==> src/rtl/qdr_mon_pkg.sv <==
// qdr_mon_pkg: shared types and defaults for the QDRII+ calibration monitor.
//   mon_state_e   : 3-bit FSM state, encodings fixed for the debug port
//   DEF_*         : default timeout / pulse / retry constants
//   cnt_width()   : counter width able to hold 0..n-1 (minimum 1 bit)
package qdr_mon_pkg;

  typedef enum logic [2:0] {
    ST_WAIT_CAL  = 3'd0,
    ST_RETRY_RST = 3'd1,
    ST_RUN       = 3'd2,
    ST_FAIL      = 3'd3
  } mon_state_e;

  localparam int unsigned DEF_CAL_TIMEOUT_CYCLES = 2 ** 24;
  localparam int unsigned DEF_RST_PULSE_CYCLES   = 64;
  localparam int unsigned DEF_MAX_RETRY          = 3;

  function automatic int unsigned cnt_width(input int unsigned n);
    return (n > 1) ? $clog2(n) : 1;
  endfunction

endpackage

==> src/rtl/sync_2ff.sv <==
// sync_2ff: two-flop synchronizer for signals asynchronous to clk.
//   clk, rst : destination clock, asynchronous active-high reset
//   d        : asynchronous input, WIDTH bits (each bit synchronized independently)
//   q        : synchronized output, two clk cycles of latency
module sync_2ff #(
  parameter int unsigned WIDTH = 1
) (
  input  logic             clk,
  input  logic             rst,
  input  logic [WIDTH-1:0] d,
  output logic [WIDTH-1:0] q
);

  logic [WIDTH-1:0] meta_q, meta_d;
  logic [WIDTH-1:0] sync_q, sync_d;

  always_comb begin
    meta_d = d;
    sync_d = meta_q;
  end

  always_ff @(posedge clk or posedge rst) begin
    if (rst) begin
      meta_q <= '0;
      sync_q <= '0;
    end else begin
      meta_q <= meta_d;
      sync_q <= sync_d;
    end
  end

  assign q = sync_q;

endmodule

==> src/rtl/qdr_cal_monitor.sv <==
// qdr_cal_monitor: calibration and data-integrity supervisor for the QDRII+ top.
// Times out a stalled calibration and requests a MIG reset retry, counts
// compare-error events while running, drives status LEDs and sticky flags.
//   sys_clk, sys_rst : clock, asynchronous active-high reset
//   cal_done         : MIG calibration complete (asynchronous)
//   compare_error    : traffic-generator mismatch (asynchronous)
//   mig_rst_req      : reset request to the upstream QDR top
//   led_ok, led_err  : health / error LEDs
//   err_count        : saturating count of compare-error rising edges in RUN
//   retry_cnt        : retries performed so far
//   state            : encoded FSM state (debug)
//   cal_lost         : sticky, set when calibration drops while in RUN
// Build option: QDR_CAL_MON_RETRY_EN enables the retry path; without it a
// calibration timeout goes straight to FAIL and mig_rst_req/retry_cnt stay 0.
module qdr_cal_monitor
  import qdr_mon_pkg::*;
#(
  parameter int unsigned CAL_TIMEOUT_CYCLES = DEF_CAL_TIMEOUT_CYCLES,
  parameter int unsigned RST_PULSE_CYCLES   = DEF_RST_PULSE_CYCLES,
  parameter int unsigned MAX_RETRY          = DEF_MAX_RETRY,
  parameter int unsigned ERR_CNT_WIDTH      = 16,
  parameter int unsigned BLINK_DIV_BITS     = 23
) (
  input  logic                     sys_clk,
  input  logic                     sys_rst,
  input  logic                     cal_done,
  input  logic                     compare_error,
  output logic                     mig_rst_req,
  output logic                     led_ok,
  output logic                     led_err,
  output logic [ERR_CNT_WIDTH-1:0] err_count,
  output logic [3:0]               retry_cnt,
  output logic [2:0]               state,
  output logic                     cal_lost
);

  localparam int unsigned       TMR_W       = cnt_width(CAL_TIMEOUT_CYCLES);
  localparam int unsigned       PLS_W       = cnt_width(RST_PULSE_CYCLES);
  localparam logic [TMR_W-1:0]  TMR_LAST    = TMR_W'(CAL_TIMEOUT_CYCLES - 1);
  localparam logic [PLS_W-1:0]  PLS_LAST    = PLS_W'(RST_PULSE_CYCLES - 1);
  localparam logic [3:0]        RETRY_LIMIT = 4'(MAX_RETRY);

  logic cal_s, err_s;

  mon_state_e                 state_q, state_d;
  logic [TMR_W-1:0]           timer_q, timer_d;
  logic [PLS_W-1:0]           pulse_q, pulse_d;
  logic [3:0]                 retry_q, retry_d;
  logic [ERR_CNT_WIDTH-1:0]   err_cnt_q, err_cnt_d;
  logic                       err_flag_q, err_flag_d;
  logic                       cal_lost_q, cal_lost_d;
  logic                       err_prev_q, err_prev_d;
  logic [BLINK_DIV_BITS-1:0]  div_q, div_d;
  logic                       mig_rst_q, mig_rst_d;
  logic                       led_ok_q, led_ok_d;
  logic                       led_err_q, led_err_d;
  logic                       err_rise, blink;

  sync_2ff #(.WIDTH(1)) u_sync_cal (
    .clk (sys_clk),
    .rst (sys_rst),
    .d   (cal_done),
    .q   (cal_s)
  );

  sync_2ff #(.WIDTH(1)) u_sync_err (
    .clk (sys_clk),
    .rst (sys_rst),
    .d   (compare_error),
    .q   (err_s)
  );

  always_comb begin
    state_d    = state_q;
    timer_d    = timer_q;
    pulse_d    = pulse_q;
    retry_d    = retry_q;
    err_cnt_d  = err_cnt_q;
    err_flag_d = err_flag_q;
    cal_lost_d = cal_lost_q;
    err_prev_d = err_s;
    div_d      = div_q + 1'b1;
    err_rise   = err_s & ~err_prev_q;

    case (state_q)
      ST_WAIT_CAL: begin
        timer_d = timer_q + 1'b1;
        if (cal_s) begin
          state_d = ST_RUN;
          timer_d = '0;
        end else if (timer_q == TMR_LAST) begin
          timer_d = '0;
`ifdef QDR_CAL_MON_RETRY_EN
          if (retry_q < RETRY_LIMIT) begin
            state_d = ST_RETRY_RST;
            pulse_d = '0;
          end else begin
            state_d = ST_FAIL;
          end
`else
          state_d = ST_FAIL;
`endif
        end
      end
      ST_RETRY_RST: begin
        pulse_d = pulse_q + 1'b1;
        if (pulse_q == PLS_LAST) begin
          state_d = ST_WAIT_CAL;
          retry_d = retry_q + 1'b1;
          timer_d = '0;
          pulse_d = '0;
        end
      end
      ST_RUN: begin
        // An error edge coinciding with loss of calibration is still counted.
        if (err_rise) begin
          err_flag_d = 1'b1;
          if (err_cnt_q != '1) err_cnt_d = err_cnt_q + 1'b1;
        end
        if (!cal_s) begin
          state_d    = ST_WAIT_CAL;
          timer_d    = '0;
          cal_lost_d = 1'b1;
        end
      end
      ST_FAIL: ;
      default: state_d = ST_WAIT_CAL;
    endcase

    // Outputs are registered from next-state values so they line up with state_q.
    blink     = div_d[BLINK_DIV_BITS-1];
    led_ok_d  = 1'b0;
    led_err_d = 1'b0;
    case (state_d)
      ST_RUN:                    led_ok_d = ~err_flag_d;
      ST_WAIT_CAL, ST_RETRY_RST: led_ok_d = blink;
      default: ;
    endcase
    if (err_flag_d)                led_err_d = 1'b1;
    else if (state_d == ST_FAIL)   led_err_d = blink;

`ifdef QDR_CAL_MON_RETRY_EN
    mig_rst_d = (state_d == ST_RETRY_RST);
`else
    mig_rst_d = 1'b0;
`endif
  end

  always_ff @(posedge sys_clk or posedge sys_rst) begin
    if (sys_rst) begin
      state_q    <= ST_WAIT_CAL;
      timer_q    <= '0;
      pulse_q    <= '0;
      retry_q    <= '0;
      err_cnt_q  <= '0;
      err_flag_q <= 1'b0;
      cal_lost_q <= 1'b0;
      err_prev_q <= 1'b0;
      div_q      <= '0;
      mig_rst_q  <= 1'b0;
      led_ok_q   <= 1'b0;
      led_err_q  <= 1'b0;
    end else begin
      state_q    <= state_d;
      timer_q    <= timer_d;
      pulse_q    <= pulse_d;
      retry_q    <= retry_d;
      err_cnt_q  <= err_cnt_d;
      err_flag_q <= err_flag_d;
      cal_lost_q <= cal_lost_d;
      err_prev_q <= err_prev_d;
      div_q      <= div_d;
      mig_rst_q  <= mig_rst_d;
      led_ok_q   <= led_ok_d;
      led_err_q  <= led_err_d;
    end
  end

  assign mig_rst_req = mig_rst_q;
  assign led_ok      = led_ok_q;
  assign led_err     = led_err_q;
  assign err_count   = err_cnt_q;
  assign state       = state_q;
  assign cal_lost    = cal_lost_q;
`ifdef QDR_CAL_MON_RETRY_EN
  assign retry_cnt   = retry_q;
`else
  assign retry_cnt   = 4'd0;
`endif

endmodule

==> config.mk <==
export PLATFORM = sky130hd
export DESIGN_NAME = qdr_cal_monitor
export DESIGN_NICKNAME = d
export VERILOG_FILES = /design/src/rtl/qdr_mon_pkg.sv /design/src/rtl/sync_2ff.sv /design/src/rtl/qdr_cal_monitor.sv
export SDC_FILE = /design/constraint.sdc
export NUM_CORES = 1
export LEC_CHECK = 0
export ABC_AREA = 1
export BUFFER_PORTS_ARGS = -buffer_cell sky130_fd_sc_hd__buf_2
export CAP_MARGIN = 20
export CORE_MARGIN = 1
export CORE_UTILIZATION = 60
export CTS_BUF_LIST = sky130_fd_sc_hd__clkbuf_8
export DETAILED_ROUTE_END_ITERATION = 8
export PLACE_DENSITY_LB_ADDON = 0.2
export REMOVE_ABC_BUFFERS = 1
export SETUP_SLACK_MARGIN = 0.3
export SLEW_MARGIN = 5
export SYNTH_ARGS = -nofsm -noshare
export SYNTH_HDL_FRONTEND = slang
export SYNTH_SLANG_ARGS = --single-unit
==> constraint.sdc <==
create_clock -name sys_clk -period 3 [get_ports sys_clk]
set_clock_uncertainty 0.1 [all_clocks]
set_input_delay 0.15 -clock sys_clk [delete_from_list [all_inputs] [get_ports sys_clk]]
set_output_delay 0.15 -clock sys_clk [all_outputs]
set_load 0.05 [all_outputs]
==> metrics <==
outcome finished clean; I/O pin cnt 31; leakage dissipation 2.22 nW; count of final setup violators 0; GR Util All Layers 24.7%; Period Utilization, post-route 72.4%; Slew @ Worst Pin 0.578 ns; post-CTS sizing 0; DIE HEIGHT 85.9 um; hold path cells 0; Avg Inst Size Synth 7.98 sq um; Top FF cell, synth dfrtp_1; crit path time final 2.17 ns; wire per inst 12.3 um; Max Cap Violations 0; Internal 1.61 mW; overall die width 85.9 um; WS Path Type flop to flop; initial antenna violation count 0; EDFF count, synth 0; Synth Register Bits 81; largest net degree at the start of global routing 36; Layout fillers 584; placed wire-length estimate 6.14 mm; Residual DRC 0; clk_lat worst skew 0.34 ns; Die ar. 0.00738 sq mm; Max IR drop VDD 319 uV; Fmax achieved 0.461 GHz; Ant. Diodes 0; post-synth top area share 48.0%; TritonCTS Buffers 9; Final Hold Viols 0; core area 0.00679 sq mm; P per Cell Area 475 mW/mm^2; Final nets 573; Setup crit end err_count[6]; root buffer cell clkbuf_8; post-synth top area cell dfrtp_1; Clock Tree Buf Depth 2; Via Count 3393; worst reg2reg path depth 8; reg2reg end err_count[6]; Hold Crit Class flop to flop; Sequential Power Share 52.4%; Synth area leaders dfrtp_1, nand2_1, nor2_1; GPL Wtd Cong 0.901; CP Launch Type flop; YS warnings 0; CP Capture Type flop; Slew HR 61.4%; DR pass1 iterations 4; Netlist cell types 31; Post-Synthesis Cell Area 0.00422 sq mm; routed vias/inst 5.09; Critical Path Source err_count[0]; IO Port Bufs 25; Commonest cells post-synth nand2_1, dfrtp_1, nor2_1; num rows 30; register area share after synthesis 48.0%; Sw Ratio 27.4%; Hold Slack 0.261 ns; Sink Count 81; Worst EP required 3.12 ns; R2R Setup Slk 0.83 ns; detailed router's first-iteration violation count 231; H-tree lvl count 3; synthesized instance count 529; CP arrival 2.29 ns; share of layout cells above drive strength 1 10.9%; Clock transition at path regs 0.08 ns; vias in the first global route 3269; first-pass GRT wire length 14.2 mm; Post-CTS Setup Inserts 0; CTS tree done; unrepaired setup endpoints after global routing no; Post-synth ARST share 100%; reg2reg start err_count[0]; final wirelength 8.21 mm; critical-path maximum fanout 18; count leader, synth nand2_1; clock power share 36.6%; Slew Viols, Final 0; GR Overflow Total 0; TNS Setup 0 ns; Starting Density 62.1%; combinational power share 10.9%; area delta synth->final 10.3%; antenna viol nets, final 0; switching pwr 0.605 mW
[stage by stage]
stage / utilization [%] / area [sq um] / total power, mW / instances / worst slack, ns
global placement: 65.0 / 4420 / 1.42 / 647 / 0.991
global route: 68.5 / 4650 / 2.30 / 666 / 0.517
detailed placement: 65.0 / 4420 / 1.42 / 647 / 0.856
CTS: 68.5 / 4650 / 2.24 / 666 / 0.831
floorplan: - / 4160 / 1.36 / 524 / 0.670
finish: 68.5 / 4650 / 2.21 / 666 / 0.829
[layout by cell type, fill, tap and decap left out, types with 2 or more instances in the layout]
cell type and instances:
nand3b_1 3, inv_2 4, xnor2_1 18, clkinv_2 2, nand2_2 6, nor2_1 78
buf_2 25, conb_1 6, o21ai_0 12, nor3_1 17, dlygate4sd3_1 3, xor2_1 24
nand3_1 34, buf_4 2, clkbuf_8 11, nor2_4 4, dfrtp_1 81, a21oi_1 9
nand2_1 155, nand4_1 9, nor4_1 2, o21bai_1 2, ha_1 4, inv_1 47
[final cells by class]
cell class / count / area (sq um) / share of cell area [%]
Sequential cell: 81 / 2030 / 43.5
Timing Repair Buffer: 30 / 170 / 3.66
Multi-Input combinational cell: 391 / 1930 / 41.5
Inverter: 52 / 199 / 4.27
Clock buffer: 11 / 151 / 3.25
Tap cell: 96 / 120 / 2.58
Clock inverter: 5 / 55.1 / 1.18
[cell families (layout without fill, tap and decap cells)]
family / after synthesis / after routing / share of synthesized area, %
AOI/OAI and AO/OA: 25 / 25 / 3.11
xor gates and xnor gates: 42 / 42 / 8.71
adders and majority gates: 4 / 4 / 1.19
buffers and inverters: 62 / 98 / 6.67
DFF: 81 / 81 / 48.0
other: 1 / 6 / 0.0888
and+or+nand+nor: 314 / 314 / 32.2
[critical path: stages, from the launching register on]
cell,delay [ns]
dfrtp_1,0.45
ha_1,0.24
inv_1,0.07
nor2_1,0.23
nand4_1,0.15
nand2_1,0.38
inv_2,0.24
nand2_1,0.10
o21ai_0,0.09
[registers in the layout, summed over array words and instances (netlist names)]
name	flops
u_sync_err.meta_q	1
pulse_q	6
err_prev_q	1
u_sync_err.q	1
led_ok	1
led_err	1
err_count	16
cal_lost	1
div_q	23
err_flag_q	1
u_sync_cal.meta_q	1
timer_q	24
state	3
u_sync_cal.q	1
[layer usage]
layer | GRT usage (%) | part of all wire [%] | up-vias
met2 | 40.8 | 47 | 71
met5 | 0 | 0 | -
met3 | 4.62 | 3.5 | 11
li1 | - | - | 1722
met4 | 8.79 | 1.5 | 0
met1 | 32.7 | 48 | 1589
[power by group through the flow]
stage	sequential, mW	combinational (mW)	clock (mW)
2_1_floorplan	1.26	0.105	0
3_3_place_gp	1.18	0.238	0
3_5_place_dp	1.18	0.242	0
4_1_cts	1.16	0.245	0.832
5_1_grt	1.17	0.264	0.872
6_report	1.16	0.242	0.810
[how the worst min path moves through the flow]
stage / startpoint / to / slack [ns]
after floorplan: cal_done / u_sync_cal.meta_q / 0.08
after global placement: sys_rst / led_ok / 0.13
after detailed placement: sys_rst / err_count[1] / 0.14
after CTS: u_sync_cal.meta_q / u_sync_cal.q / 0.27
after global routing: u_sync_cal.meta_q / u_sync_cal.q / 0.27
final: u_sync_cal.meta_q / u_sync_cal.q / 0.26
[timing repair]
| action | 4_1_cts | 5_1_grt |
|---|---|---|
| hold endpoints to repair | 35 | 0 |
| hold buffers | 3 | 0 |
| setup endpoints to repair | 0 | 0 |
(Power assumes the default switching activity.)
